===== config.mk =====
export PLATFORM = sky130hd
export DESIGN_NAME = bubbledrive8_fifo_arbiter
export DESIGN_NICKNAME = d
export VERILOG_FILES = /design/src/rtl/bubbledrive8_fifo_arbiter.sv
export SDC_FILE = /design/constraint.sdc
export NUM_CORES = 1
export LEC_CHECK = 0
export ABC_CLOCK_PERIOD_IN_PS = 2220
export BUFFER_PORTS_ARGS = -buffer_cell sky130_fd_sc_hd__buf_2
export CORE_MARGIN = 2
export CORE_UTILIZATION = 45
export DETAILED_ROUTE_END_ITERATION = 6
export GPL_TIMING_DRIVEN = 0
export PLACE_DENSITY = 0.66
export SLEW_MARGIN = 20
export SYNTH_ARGS = -nofsm -noshare
export SYNTH_HDL_FRONTEND = slang
export SYNTH_SLANG_ARGS = --single-unit

===== constraint.sdc =====
create_clock -name MCLK -period 2.22 [get_ports MCLK]
set_input_delay 0.222 -clock MCLK [delete_from_list [all_inputs] [get_ports MCLK]]
set_output_delay 0.222 -clock MCLK [all_outputs]
set_load 0.05 [all_outputs]

===== src/rtl/bubbledrive8_fifo_arbiter.sv =====
// Arbitrates the FT232 transmit path between emucore page dumps and tempsense reports,
// framing each packet and streaming it as bytes over a valid/ready handshake.
module bubbledrive8_fifo_arbiter #(
   parameter int unsigned PAGE_BITS_2B = 4096,
   parameter int unsigned PAGE_BITS_4B = 8192,
   parameter logic [7:0]  HDR_BOOT     = 8'hB0,
   parameter logic [7:0]  HDR_USER     = 8'hB1,
   parameter logic [7:0]  HDR_TEMP     = 8'hC0
) (
   input  logic        MCLK,
   input  logic        nRST,
   input  logic        nEN,
   input  logic        BITWIDTH4,
   input  logic        nFIFOSENDBOOT,
   input  logic        nFIFOSENDUSER,
   input  logic [11:0] FIFORELPAGE,
   input  logic        nFIFOSENDTEMP,
   input  logic [12:0] FIFOTEMP,
   input  logic [11:0] FIFODLYTIME,
   output logic [12:0] BUF_RDADDR,
   input  logic        BUF_RDDATA,
   output logic        nBUFLOCK,
   output logic [7:0]  TX_DATA,
   output logic        TX_VALID,
   input  logic        TX_READY,
   output logic        BUSY,
   output logic        OVERRUN
);

   localparam int unsigned ADDR_W = 13;
   localparam int unsigned PAGE_W = 12;
   localparam int unsigned TEMP_W = 13;
   localparam int unsigned DLY_W  = 12;
   localparam int unsigned FLD_W  = 32;
   localparam int unsigned CNT_W  = 4;
   localparam int unsigned NREQ   = 3;
   localparam int unsigned IB     = 2;
   localparam int unsigned IU     = 1;
   localparam int unsigned IT     = 0;

   localparam logic [ADDR_W-1:0] LAST_2B = ADDR_W'(PAGE_BITS_2B - 1);
   localparam logic [ADDR_W-1:0] LAST_4B = ADDR_W'(PAGE_BITS_4B - 1);

   typedef enum logic [2:0] {
      ST_IDLE,
      ST_SEND_HDR,
      ST_SEND_FIELD,
      ST_FETCH,
      ST_SEND_DATA,
      ST_DONE
   } state_t;

   state_t              state_q, state_d;
   logic [NREQ-1:0]     strb_hist_q, strb_hist_d;
   logic [NREQ-1:0]     pend_q, pend_d;
   logic [PAGE_W-1:0]   boot_page_q, boot_page_d;
   logic [PAGE_W-1:0]   user_page_q, user_page_d;
   logic [TEMP_W-1:0]   temp_q, temp_d;
   logic [DLY_W-1:0]    dly_q, dly_d;
   logic                last_bubble_q, last_bubble_d;
   logic                is_temp_q, is_temp_d;
   logic [FLD_W-1:0]    fld_q, fld_d;
   logic [1:0]          fld_idx_q, fld_idx_d;
   logic [CNT_W-1:0]    bit_cnt_q, bit_cnt_d;
   logic [6:0]          shift_q, shift_d;
   logic [ADDR_W-1:0]   addr_q, addr_d;
   logic [ADDR_W-1:0]   addr_last_q, addr_last_d;
   logic [7:0]          tx_data_q, tx_data_d;
   logic                tx_valid_q, tx_valid_d;
   logic                busy_q, busy_d;
   logic                nbuflock_q, nbuflock_d;
   logic                overrun_q, overrun_d;

   logic [NREQ-1:0]     strb_now;
   logic [NREQ-1:0]     fall;
   logic [NREQ-1:0]     gnt;
   logic                accept;

   assign strb_now = {nFIFOSENDBOOT, nFIFOSENDUSER, nFIFOSENDTEMP};
   assign fall     = strb_hist_q & ~strb_now & {NREQ{~nEN}};
   assign accept   = tx_valid_q & TX_READY;

   // One grant per cycle; a pending temp report goes first right after a bubble packet
   always_comb begin
      gnt = '0;
      if (state_q == ST_IDLE && !nEN) begin
         if (pend_q[IT] && (last_bubble_q || (!pend_q[IB] && !pend_q[IU]))) begin
            gnt[IT] = 1'b1;
         end else if (pend_q[IB]) begin
            gnt[IB] = 1'b1;
         end else if (pend_q[IU]) begin
            gnt[IU] = 1'b1;
         end
      end
   end

   // Strobe edge capture, request coalescing and data latching
   always_comb begin
      strb_hist_d = strb_now;
      pend_d      = (pend_q & ~gnt) | fall;
      overrun_d   = |(fall & pend_q & ~gnt);
      boot_page_d = fall[IB] ? FIFORELPAGE : boot_page_q;
      user_page_d = fall[IU] ? FIFORELPAGE : user_page_q;
      temp_d      = fall[IT] ? FIFOTEMP    : temp_q;
      dly_d       = fall[IT] ? FIFODLYTIME : dly_q;
      if (nEN) begin
         pend_d    = '0;
         overrun_d = 1'b0;
      end
   end

   // Packet sequencer; field bytes are shifted out of fld_q MSB first
   always_comb begin
      state_d       = state_q;
      last_bubble_d = last_bubble_q;
      is_temp_d     = is_temp_q;
      fld_d         = fld_q;
      fld_idx_d     = fld_idx_q;
      bit_cnt_d     = bit_cnt_q;
      shift_d       = shift_q;
      addr_d        = addr_q;
      addr_last_d   = addr_last_q;
      tx_data_d     = tx_data_q;
      tx_valid_d    = tx_valid_q;
      busy_d        = busy_q;
      nbuflock_d    = nbuflock_q;

      case (state_q)
         ST_IDLE: begin
            if (|gnt) begin
               state_d       = ST_SEND_HDR;
               busy_d        = 1'b1;
               tx_valid_d    = 1'b1;
               is_temp_d     = gnt[IT];
               last_bubble_d = ~gnt[IT];
               fld_idx_d     = 2'd0;
               addr_last_d   = BITWIDTH4 ? LAST_4B : LAST_2B;
               if (gnt[IT]) begin
                  tx_data_d = HDR_TEMP;
                  fld_d     = {3'b000, temp_q, 4'h0, dly_q};
               end else begin
                  tx_data_d = gnt[IB] ? HDR_BOOT : HDR_USER;
                  fld_d     = {4'h0, (gnt[IB] ? boot_page_q : user_page_q), 16'h0000};
               end
            end
         end

         ST_SEND_HDR: begin
            if (accept) begin
               state_d   = ST_SEND_FIELD;
               tx_data_d = fld_q[FLD_W-1 -: 8];
               fld_d     = {fld_q[FLD_W-9:0], 8'h00};
            end
         end

         ST_SEND_FIELD: begin
            if (accept) begin
               if (fld_idx_q == (is_temp_q ? 2'd3 : 2'd1)) begin
                  tx_valid_d = 1'b0;
                  if (is_temp_q) begin
                     state_d = ST_DONE;
                     busy_d  = 1'b0;
                  end else begin
                     state_d    = ST_FETCH;
                     nbuflock_d = 1'b0;
                     addr_d     = '0;
                     bit_cnt_d  = '0;
                  end
               end else begin
                  tx_data_d = fld_q[FLD_W-1 -: 8];
                  fld_d     = {fld_q[FLD_W-9:0], 8'h00};
                  fld_idx_d = fld_idx_q + 2'd1;
               end
            end
         end

         // Addresses go out on counts 0..7; read data trails by one cycle
         ST_FETCH: begin
            bit_cnt_d = bit_cnt_q + CNT_W'(1);
            if (bit_cnt_q != '0) begin
               shift_d = {shift_q[5:0], BUF_RDDATA};
            end
            if (bit_cnt_q < CNT_W'(7)) begin
               addr_d = addr_q + ADDR_W'(1);
            end
            if (bit_cnt_q == CNT_W'(8)) begin
               state_d    = ST_SEND_DATA;
               tx_data_d  = {shift_q, BUF_RDDATA};
               tx_valid_d = 1'b1;
            end
         end

         ST_SEND_DATA: begin
            if (accept) begin
               tx_valid_d = 1'b0;
               if (addr_q == addr_last_q) begin
                  state_d    = ST_DONE;
                  busy_d     = 1'b0;
                  nbuflock_d = 1'b1;
               end else begin
                  state_d   = ST_FETCH;
                  addr_d    = addr_q + ADDR_W'(1);
                  bit_cnt_d = '0;
               end
            end
         end

         ST_DONE: begin
            state_d    = ST_IDLE;
            busy_d     = 1'b0;
            nbuflock_d = 1'b1;
            tx_valid_d = 1'b0;
         end

         default: begin
            state_d = ST_IDLE;
         end
      endcase

      // Disable abandons any packet in flight
      if (nEN) begin
         state_d    = ST_IDLE;
         tx_valid_d = 1'b0;
         busy_d     = 1'b0;
         nbuflock_d = 1'b1;
      end
   end

   always_ff @(posedge MCLK or negedge nRST) begin
      if (!nRST) begin
         state_q       <= ST_IDLE;
         strb_hist_q   <= '1;
         pend_q        <= '0;
         boot_page_q   <= '0;
         user_page_q   <= '0;
         temp_q        <= '0;
         dly_q         <= '0;
         last_bubble_q <= 1'b0;
         is_temp_q     <= 1'b0;
         fld_q         <= '0;
         fld_idx_q     <= '0;
         bit_cnt_q     <= '0;
         shift_q       <= '0;
         addr_q        <= '0;
         addr_last_q   <= '0;
         tx_data_q     <= '0;
         tx_valid_q    <= 1'b0;
         busy_q        <= 1'b0;
         nbuflock_q    <= 1'b1;
         overrun_q     <= 1'b0;
      end else begin
         state_q       <= state_d;
         strb_hist_q   <= strb_hist_d;
         pend_q        <= pend_d;
         boot_page_q   <= boot_page_d;
         user_page_q   <= user_page_d;
         temp_q        <= temp_d;
         dly_q         <= dly_d;
         last_bubble_q <= last_bubble_d;
         is_temp_q     <= is_temp_d;
         fld_q         <= fld_d;
         fld_idx_q     <= fld_idx_d;
         bit_cnt_q     <= bit_cnt_d;
         shift_q       <= shift_d;
         addr_q        <= addr_d;
         addr_last_q   <= addr_last_d;
         tx_data_q     <= tx_data_d;
         tx_valid_q    <= tx_valid_d;
         busy_q        <= busy_d;
         nbuflock_q    <= nbuflock_d;
         overrun_q     <= overrun_d;
      end
   end

   assign BUF_RDADDR = addr_q;
   assign nBUFLOCK   = nbuflock_q;
   assign TX_DATA    = tx_data_q;
   assign TX_VALID   = tx_valid_q;
   assign BUSY       = busy_q;
   assign OVERRUN    = overrun_q;

endmodule


==> metrics.md, run 1 <==
| Metric | Value |
|---|---|
| Slew @ Worst Pin | `794.9 ps` |
| Total of max-cap violations | `0` |
| Die area | `0.01534 mm²` |
| Ys flop type | `dfrtp_1` |
| Critical path class | `reg -> reg` |
| Largest net degree at the start of global routing | `93` |
| Setup ws final | `-56.51 ps` |
| Simple-Gate Fraction of Synth Area | `0.1177` |
| Hold_ws | `25.10 ps` |
| First-pass iteration count of the detailed router | `4` |
| Post-Place Cells | `834` |
| DP Wirelength | `11.17 mm` |
| Compound-cell area share of the yosys netlist | `0.1611` |
| Die Wd | `123.8 µm` |
| Critical-path cell list | `or4_4 > or2_1 > buf_6 > buf_4 > a221o_1 > a32oi_1 > o21ai_1` |
| Final Hold Viols | `0` |
| Starting Density | `0.4638` |
| Initial antenna violation count | `0` |
| Clock transition at path regs | `60 ps` |
| Via count | `5,225` |
| CTS Buf Count | `17` |
| Post-synthesis mux area share | `0.1545` |
| Design area | `0.008175 mm²` |
| Syn_nets | `632` |
| Worst skew pair latency | `430 ps` |
| Synth cell types | `65` |
| Fin crit share | `1.025` |
| Place WS | `-582.9 ps` |
| Pleak | `3.474 nW` |
| Wire length of the first global-routing pass | `26.27 mm` |
| All-Layer GR Usage | `0.2245` |
| DR DRC count | `0` |
| Largest family of logic cells by synthesized area | `compound AO/OA/AOI/OAI gates` |
| Startpoint Class | `flop` |
| YS warnings | `0` |
| Synth area leader | `dfrtp_1` |
| Pwr Total | `9.796 mW` |
| CP Capture Type | `flop` |
| Setup TNS | `-194.5 ps` |
| Placement Cell Area | `0.007116 mm²` |
| Post-synthesis adder-cell area fraction | `0.005808` |
| Clk_skew | `7.386 ps` |
| Sequential-to-total area share from yosys stat | `0.5119` |
| Failing checks | `negative setup slack` |
| Synth Area per Inst | `11.08 µm²` |
| IO buf count | `70` |
| GPL Wtd Cong | `0.9644` |
| Max clock buf depth | `2` |
| Final Core Density | `0.5867` |
| Ports | `71` |
| Synth-to-Final Area Change | `26.51%` |
| Min Clock Period, post-route | `2277 ps` |
| RSZ-0062 raised after global routing | `true` |
| GR Overflow Total | `0` |
| Drt initial violations | `415` |
| Max Fclk | `439.3 MHz` |
| Crit-path leading delay family | `simple AND/OR/NAND/NOR gates` |
| H-Tree Depth | `4` |
| Top-area cell type share of the netlist area | `0.4956` |
| Final ANT Viol Nets | `0` |
| WP data arrival | `2550 ps` |
| Synthesized area | `0.006462 mm²` |
| Most common cell in the synthesized netlist | `dfrtp_1` |
| Final Net Count | `739` |
| Hold Path Class | `in -> reg` |
| Via count of the first global-routing pass | `5,073` |
| Die H | `123.8 µm` |
| CTS Sinks | `132` |
| Post-synthesis xor/xnor area fraction | `0.004066` |
| Final setup fails | `11` |
| Pwr dens | `1198 mW/mm²` |
| Highest ir drop seen on vdd | `0.7036 mV` |
| Vias per inst | `5.917` |
| WP data required | `2500 ps` |
| Ant. Diodes | `0` |
| Post-synth EDFFs | `0` |
| Async SR Flop Fraction | `1.000` |
| Slowest stage delay, CP | `540 ps` |
| Synth top area cells | `dfrtp_1, mux2_2, mux2i_1` |
| CP max stage cell | `or4_4` |
| WP buf/inv | `2` |
| Post-synthesis cell count | `583` |
| Ratio of cells with drive above 1 in the final layout | `0.3656` |
| WL final | `16.40 mm` |
| Status | `complete, but fails checks` |
| Relative slew slack | `0.4665` |
| Core area | `0.01393 mm²` |
| Most common library cells after synthesis | `dfrtp_1, mux2_2, nand2_1` |
| Yosys reg bits | `132` |
| Worst-path maximum fanout | `5` |
| CTS root buffer | `clkbuf_16` |
| Post-route insts no fill | `883` |
| CTS tree | `built` |
| Num rows | `43` |
| Max Slew Vio Count | `0` |
| Drt wl/cell | `18.57 µm` |
## worst paths after layout
check | startpoint | to | slack, ps | depth (start not counted)
hold / removal | FIFODLYTIME[11] | dly_q[11] | 30 | 2
hold reg to reg | addr_last_q[12] | addr_last_q[12] | 500 | 2
setup reg to reg | state_q[0] | state_q[1] | -60 | 7
max in group asynchronous | nRST | state_q[0] | 1180 | 3
min in group asynchronous | nRST | BUF_RDADDR[4] | 260 | 2
setup / recovery | state_q[0] | state_q[1] | -60 | 7
## metal layers
metal / wire, µm / share of wire / global-route usage
met2: 7882 / 0.48 / 0.3492
met5: 0 / 0 / 0
met3: 872 / 0.053 / 0.05128
met4: 338 / 0.021 / 0.09020
met1: 7303 / 0.45 / 0.3046
## flip-flops by register name, indices dropped and copies added (netlist names), 2 cells and up
signal and cells:
bit_cnt_q 4, TX_DATA 8, temp_q 13, fld_q 32, fld_idx_q 2, pend_q 3
strb_hist_q 3, dly_q 12, addr_last_q 2, BUF_RDADDR 13, state_q 3, user_page_q 12
boot_page_q 12, shift_q 7
## worst reg2reg max path, stage by stage, from the launching register on
cell	delay [ps]
dfrtp_2	410
or4_4	540
or2_1	240
buf_6	140
buf_4	140
a221o_1	320
a32oi_1	210
o21ai_1	130
## timing repair
action                                 in CTS  in global routing
resized for setup                          39                 40
setup endpoints to repair                  68                 93
gates cloned                                0                  0
setup buffers                               9                  6
pin swaps                                   9                  6
endpoints found under the hold margin      44                  0
hold buffers                                5                  0
## kinds of logic after synthesis
logic type | count (synthesis)
and+or+nand+nor | 143
xor gates and xnor gates | 3
muxes | 91
AOI/OAI and AO/OA | 144
DFF | 132
buffers and inverters | 67
adders and majority gates | 3
## cell usage in the layout (no fill, tap or decap), types with 11 or more instances in the layout
master | Yosys | layout
o21ai_0 | 23 | 21
dfrtp_1 | 128 | 126
mux2_2 | 69 | 61
o31ai_1 | 27 | 19
buf_4 | 0 | 12
nor2_1 | 18 | 17
nand2_1 | 35 | 35
nor4_1 | 14 | 11
mux2i_1 | 21 | 21
a21oi_1 | 26 | 20
nand4_1 | 16 | 16
clkbuf_1 | 26 | 14
inv_1 | 27 | 27
clkbuf_16 | 0 | 17
a22o_1 | 19 | 19
buf_2 | 4 | 72
## power by group
group	leakage [nW]	switching, mW	total (mW)	internal (mW)
clock network	0.286	1.07	2.72	1.66
logic	1.55	2.01	3.58	1.57
registers	1.64	0.461	3.49	3.03
## cell type report
| class | count | area (µm²) |
|---|---|---|
| inverters | 28 | 105.1 |
| multi-input cells | 384 | 3163 |
| flip-flops and latches | 132 | 3311 |
| well taps | 180 | 225.2 |
| clock inverters | 11 | 100.1 |
| repair buffers | 91 | 583.1 |
| clock buffers | 21 | 480.5 |
| plain buffers | 36 | 207.7 |
| fillers | 1151 | 5759 |
No activity file was read; power rests on OpenSTA's default activity.
==> inputs of run 2 (changes only) <==
--- a/config.mk
+++ b/config.mk
@@ -9,6 +9,7 @@
 export BUFFER_PORTS_ARGS = -buffer_cell sky130_fd_sc_hd__buf_2
 export CORE_MARGIN = 2
 export CORE_UTILIZATION = 45
+export CTS_BUF_LIST = sky130_fd_sc_hd__clkbuf_4 sky130_fd_sc_hd__clkbuf_8
 export DETAILED_ROUTE_END_ITERATION = 6
 export GPL_TIMING_DRIVEN = 0
 export PLACE_DENSITY = 0.66
==> run 2 against run 1 <==
  * The run still ends with negative setup slack left
  * Sequential share of layout area fell by 1.3 points
  * Sequential power hardly changed
  * Critical path depth rose by 1
  * First-iteration DRC count down 14%
  * Final cell count increased by 4.8%
  * Global-route usage rose by 0.057 points
  * Clock-buffer cell count unchanged
  * Worst hold slack worse by 2.0 ps
  * Cell area rose by 3.2%
==> metrics.md, run 2 (same netlist as run 1, synthesis figures left out) <==
| Metric | Value |
|---|---|
| Synth-to-Final Area Change | `30.55%` |
| Max reg flops | `32` |
| Hold EP | `user_page_q[0]` |
| Final Hold Viols | `0` |
| Die H | `123.8 µm` |
| Num rows | `43` |
| Slowest stage delay, CP | `530 ps` |
| Met1 usage | `0.3045` |
| Ports | `71` |
| Relative slew slack | `0.4686` |
| Drt wl/cell | `18.11 µm` |
| Core area | `0.01393 mm²` |
| GR Overflow Total | `0` |
| Pleak | `3.591 nW` |
| Final Net Count | `781` |
| Vias per inst | `5.834` |
| Initial antenna violation count | `0` |
| WL final | `16.75 mm` |
| Placement Cell Area | `0.007116 mm²` |
| Wire length of the first global-routing pass | `26.39 mm` |
| H-Tree Depth | `4` |
| CP Capture Type | `flop` |
| Final setup fails | `23` |
| Clk_skew | `9.288 ps` |
| DP Wirelength | `11.17 mm` |
| R2r startpoint | `state_q[0]` |
| WP data required | `2570 ps` |
| IO buf count | `70` |
| CTS Sinks | `132` |
| Final ANT Viol Nets | `0` |
| CP max stage cell | `or4_4` |
| Starting Density | `0.4638` |
| Global Route met2 Usage | `0.3537` |
| Hold Crit Start | `FIFORELPAGE[0]` |
| All-Layer GR Usage | `0.2251` |
| Worst-path maximum fanout | `5` |
| CTS Buf Count | `17` |
| RSZ-0062 raised after global routing | `true` |
| Clock transition at path regs | `80 ps` |
| Flop2flop setup slack | `-60 ps` |
| WP buf/inv | `3` |
| Drt initial violations | `355` |
| Max Fclk | `437.8 MHz` |
| Most frequent cells in the layout | `dfrtp_1, buf_2, mux2_2, dlygate4sd3_1, nand2_1` |
| Worst reg2reg path depth | `8` |
| Largest net degree at the start of global routing | `93` |
| Via count of the first global-routing pass | `5,127` |
| Largest Register | `fld_q` |
| Critical-path cell list | `or4_4 > or2_1 > buf_6 > a21oi_4 > o21a_1 > buf_6 > buf_12 > mux2_2` |
| Ratio of cells with drive above 1 in the final layout | `0.3638` |
| Startpoint Class | `flop` |
| Design area | `0.008437 mm²` |
| Die Wd | `123.8 µm` |
| Most common cell after layout, fill and taps aside | `dfrtp_1` |
| CTS root buffer | `clkbuf_8` |
| Total of max-cap violations | `0` |
| Grt met3 use | `0.04670` |
| Fin crit share | `1.029` |
| GPL Wtd Cong | `0.9644` |
| Max Slew Vio Count | `0` |
| Final Core Density | `0.6055` |
| Pwr dens | `1091 mW/mm²` |
| Hold Path Class | `in -> reg` |
| Failing checks | `negative setup slack` |
| Critical Path Most Common Cell | `buf_6` |
| Via count | `5,396` |
| Max clock buf depth | `2` |
| CTS tree | `built` |
| Crit-path leading delay family | `simple AND/OR/NAND/NOR gates` |
| GRT busiest layer | `met2` |
| First-pass iteration count of the detailed router | `5` |
| Min Clock Period, post-route | `2284 ps` |
| Critical path class | `reg -> reg` |
| Slew @ Worst Pin | `791.8 ps` |
| Setup ws final | `-64.18 ps` |
| Hold_ws | `23.13 ps` |
| WHS Path Cells | `2` |
| Levels on crit path | `8` |
| WP data arrival | `2630 ps` |
| Worst skew pair latency | `460 ps` |
| Worst reg2reg path endpoint | `fld_q[9]` |
| Ant. Diodes | `0` |
| Status | `complete, but fails checks` |
| Die area | `0.01534 mm²` |
| DR DRC count | `0` |
| Highest ir drop seen on vdd | `0.5819 mV` |
| Place WS | `-582.9 ps` |
==> run 2: cell type report <==
class,instances,area [µm²]
fill,1135,5498
sequential,132,3311
multi-input combinational,384,3174
timing repair buffer,133,1012
clock buffer,21,289.0
tap,180,225.2
buffer,36,220.2
inverter,28,105.1
clock inverter,11,100.1
==> run 2: power breakdown <==
group          switching (mW)  internal, mW
combinational            2.03          1.70
clock                   0.977          1.01
sequential              0.465          3.03
total                    3.47          5.74
==> run 2: what timing repair did <==
action / CTS / global route
pin swaps: 9 / 8
resized for setup: 37 / 55
endpoints found under the hold margin: 81 / 0
endpoints found under the setup margin: 68 / 91
cloned: 0 / 1
buffers inserted: 9 / 15
hold buffers: 37 / 0
==> run 2: per-stage QoR <==
step	instances	TNS, ps	power, mW
CTS	910	-1321	8.859
global route	925	-2954	9.716
floorplan	583	-644.4	5.640
finish	925	-655.5	9.208
detailed placement	834	-17130	6.477
global placement	833	-114340	6.392
==> run 2: routing by layer <==
metal	routed length [µm]	vias up
met3	907	36
met2	8103	205
met4	401	0
met1	7337	2674
met5	0	-
li1	-	2481
==> run 2: how the worst max path moves through the flow <==
stage	end	start
after global routing	fld_q[26]	state_q[0]
after CTS	fld_q[28]	state_q[0]
after global placement	BUF_RDADDR[5]	nRST
after floorplan	fld_q[28]	state_q[0]
after detailed placement	fld_q[25]	state_q[0]
final	fld_q[9]	state_q[0]
==> run 2: worst reg2reg max path, cell delays in order (launching register included) <==
cell     delay (ps)
dfrtp_2         420
or4_4           530
or2_1           240
buf_6           140
a21oi_4         130
o21a_1          160
buf_6           130
buf_12          110
mux2_2          320
==> inputs of run 3 (changes only) <==
--- a/config.mk
+++ b/config.mk
@@ -5,14 +5,16 @@
 export SDC_FILE = /design/constraint.sdc
 export NUM_CORES = 1
 export LEC_CHECK = 0
-export ABC_CLOCK_PERIOD_IN_PS = 2220
+export ABC_CLOCK_PERIOD_IN_PS = 2300
 export BUFFER_PORTS_ARGS = -buffer_cell sky130_fd_sc_hd__buf_2
+export CELL_PAD_IN_SITES_DETAIL_PLACEMENT = 1
+export CELL_PAD_IN_SITES_GLOBAL_PLACEMENT = 2
 export CORE_MARGIN = 2
-export CORE_UTILIZATION = 45
+export CORE_UTILIZATION = 40
 export CTS_BUF_LIST = sky130_fd_sc_hd__clkbuf_4 sky130_fd_sc_hd__clkbuf_8
 export DETAILED_ROUTE_END_ITERATION = 6
 export GPL_TIMING_DRIVEN = 0
-export PLACE_DENSITY = 0.66
+export PLACE_DENSITY_LB_ADDON = 0.1
 export SLEW_MARGIN = 20
 export SYNTH_ARGS = -nofsm -noshare
 export SYNTH_HDL_FRONTEND = slang
==> constraint.sdc (replaced) <==
create_clock -name MCLK -period 2.3 [get_ports MCLK]
set_input_delay 0.23 -clock MCLK [delete_from_list [all_inputs] [get_ports MCLK]]
set_output_delay 0.23 -clock MCLK [all_outputs]
set_load 0.05 [all_outputs]
==> run 3 against run 2 <==
  * The run now ends clean
  * Routed wire length up 11%
  * Fmax down 0.65%
  * Flip-flop and latch count unchanged
  * First-iteration DRC count down 9.6%
  * Critical path type unchanged
  * Via count down 1.7%
  * Register-to-register slack better by 70 ps
  * Worst hold slack worse by 5.4 ps
==> metrics.md, run 3 (same netlist as run 1, synthesis figures left out) <==
| Metric | Value |
|---|---|
| GR Overflow Total | `0` |
| Ratio of cells with drive above 1 in the final layout | `0.3666` |
| Worst reg2reg path endpoint | `TX_DATA[1]` |
| CTS Buf Count | `17` |
| DP Wirelength | `12.79 mm` |
| Die area | `0.01719 mm²` |
| Ports | `71` |
| Slew @ Worst Pin | `798.9 ps` |
| WP data arrival | `2630 ps` |
| H-Tree Depth | `4` |
| Hold_ws | `17.69 ps` |
| Clock transition at path regs | `70 ps` |
| Highest ir drop seen on vdd | `0.4206 mV` |
| Hold Path Class | `in -> reg` |
| Fin crit share | `0.9996` |
| Via count | `5,302` |
| Vias per inst | `5.599` |
| Via count of the first global-routing pass | `5,553` |
| Max Slew Vio Count | `0` |
| Core area | `0.01583 mm²` |
| First-pass iteration count of the detailed router | `4` |
| CTS root buffer | `clkbuf_8` |
| WHS Path Cells | `2` |
| WL final | `18.54 mm` |
| Num rows | `46` |
| Drt wl/cell | `19.58 µm` |
| Status | `finished clean` |
| GPL Wtd Cong | `0.8469` |
| Max Fclk | `435.0 MHz` |
| Starting Density | `0.4083` |
| Pwr dens | `1077 mW/mm²` |
| Clk_skew | `11.47 ps` |
| Flop2flop setup slack | `0.9 ps` |
| Worst skew pair latency | `450 ps` |
| All-Layer GR Usage | `0.2198` |
| Worst reg2reg path depth | `7` |
| Largest net degree at the start of global routing | `96` |
| Crit. Startpoint | `state_q[0]` |
| Final Net Count | `768` |
| CTS Sinks | `132` |
| Min Clock Period, post-route | `2299 ps` |
| Most frequent cells in the layout | `dfrtp_1, buf_2, mux2_2, nand2_1` |
| Most common cell after layout, fill and taps aside | `dfrtp_1` |
| CP Capture Type | `flop` |
| Final ANT Viol Nets | `0` |
| Die Wd | `131.1 µm` |
| Hold Crit Start | `FIFOTEMP[5]` |
| Relative slew slack | `0.4638` |
| Max clock buf depth | `2` |
| Synth-to-Final Area Change | `30.22%` |
| CTS tree | `built` |
| Design area | `0.008416 mm²` |
| Hold EP | `temp_q[5]` |
| Pleak | `3.535 nW` |
| Initial antenna violation count | `0` |
| Final setup fails | `0` |
| Critical path class | `reg -> reg` |
| Total of max-cap violations | `0` |
| Max reg flops | `32` |
| Wire length of the first global-routing pass | `29.89 mm` |
| Final Hold Viols | `0` |
| IO buf count | `70` |
| DR DRC count | `0` |
| Drt initial violations | `321` |
| Pwr Total | `9.060 mW` |
| WP data required | `2630 ps` |
| RSZ-0062 raised after global routing | `true` |
| Ant. Diodes | `0` |
| R2r startpoint | `state_q[0]` |
| Placement Cell Area | `0.007131 mm²` |
| Startpoint Class | `flop` |
| Largest Register | `fld_q` |
| Worst-path maximum fanout | `8` |
| Die H | `131.1 µm` |
-- run 3: cell types whose count changed in the layout (fill, tap and decap cells not counted), sizes merged --
cell,change
buf,-2
clkbuf,-4
inv,-2
dlygate4sd3,-10
clkinvlp,+2
clkinv,+1
bufinv,+1
-- run 3: worst max path at each step --
stage / to / slack [ps] / cells past startpoint
floorplan: fld_q[28] / -30 / 9
global placement: dly_q[4] / -800 / 1
detailed placement: fld_q[26] / -610 / 7
CTS: state_q[0] / 3 / 6
global route: fld_q[27] / -100 / 7
finish: TX_DATA[1] / 0.9 / 7
-- run 3: routing by layer --
layer | track usage | share of wire
met1 | 0.2889 | 0.45
met2 | 0.3673 | 0.50
met3 | 0.04051 | 0.028
met4 | 0.07488 | 0.019
met5 | 0 | 0
-- run 3: metrics by stage --
step	cells	TNS, ps	setup WS, ps	util
after global placement	869	-115650	-803.8	0.4481
after detailed placement	870	-18500	-608.2	0.4505
final	947	0	0.9073	0.5317
after floorplan	583	-31.69	-31.69	-
after CTS	935	0	2.943	0.5154
after global routing	947	-1579	-100.6	0.5317
-- run 3: critical path: stages, from the launching register on --
cell,delay (ps)
dfrtp_2,420
or4_4,540
or2_1,260
buf_6,140
buf_6,110
a211oi_4,230
buf_12,180
mux2_4,300
-- run 3: power breakdown --
group,switching (mW),internal [mW]
sequential,0.472,2.92
clock,0.950,0.979
combinational,2.04,1.69
-- run 3: timing repair --
item,4_1_cts,5_1_grt
resized for setup,62,42
pin swaps,8,4
gates cloned,1,0
hold endpoints to repair,63,0
setup buffers,9,13
endpoints found under the setup margin,68,73
hold buffers,27,0
-- run 3: final cells by class --
type,count,area (µm²)
buffer,35,222.7
tap,216,270.3
multi-input combinational,384,3217
fill,1691,7412
clock inverter,13,136.4
sequential,132,3309
inverter,28,105.1
timing repair buffer,121,907.1
clock buffer,18,247.7
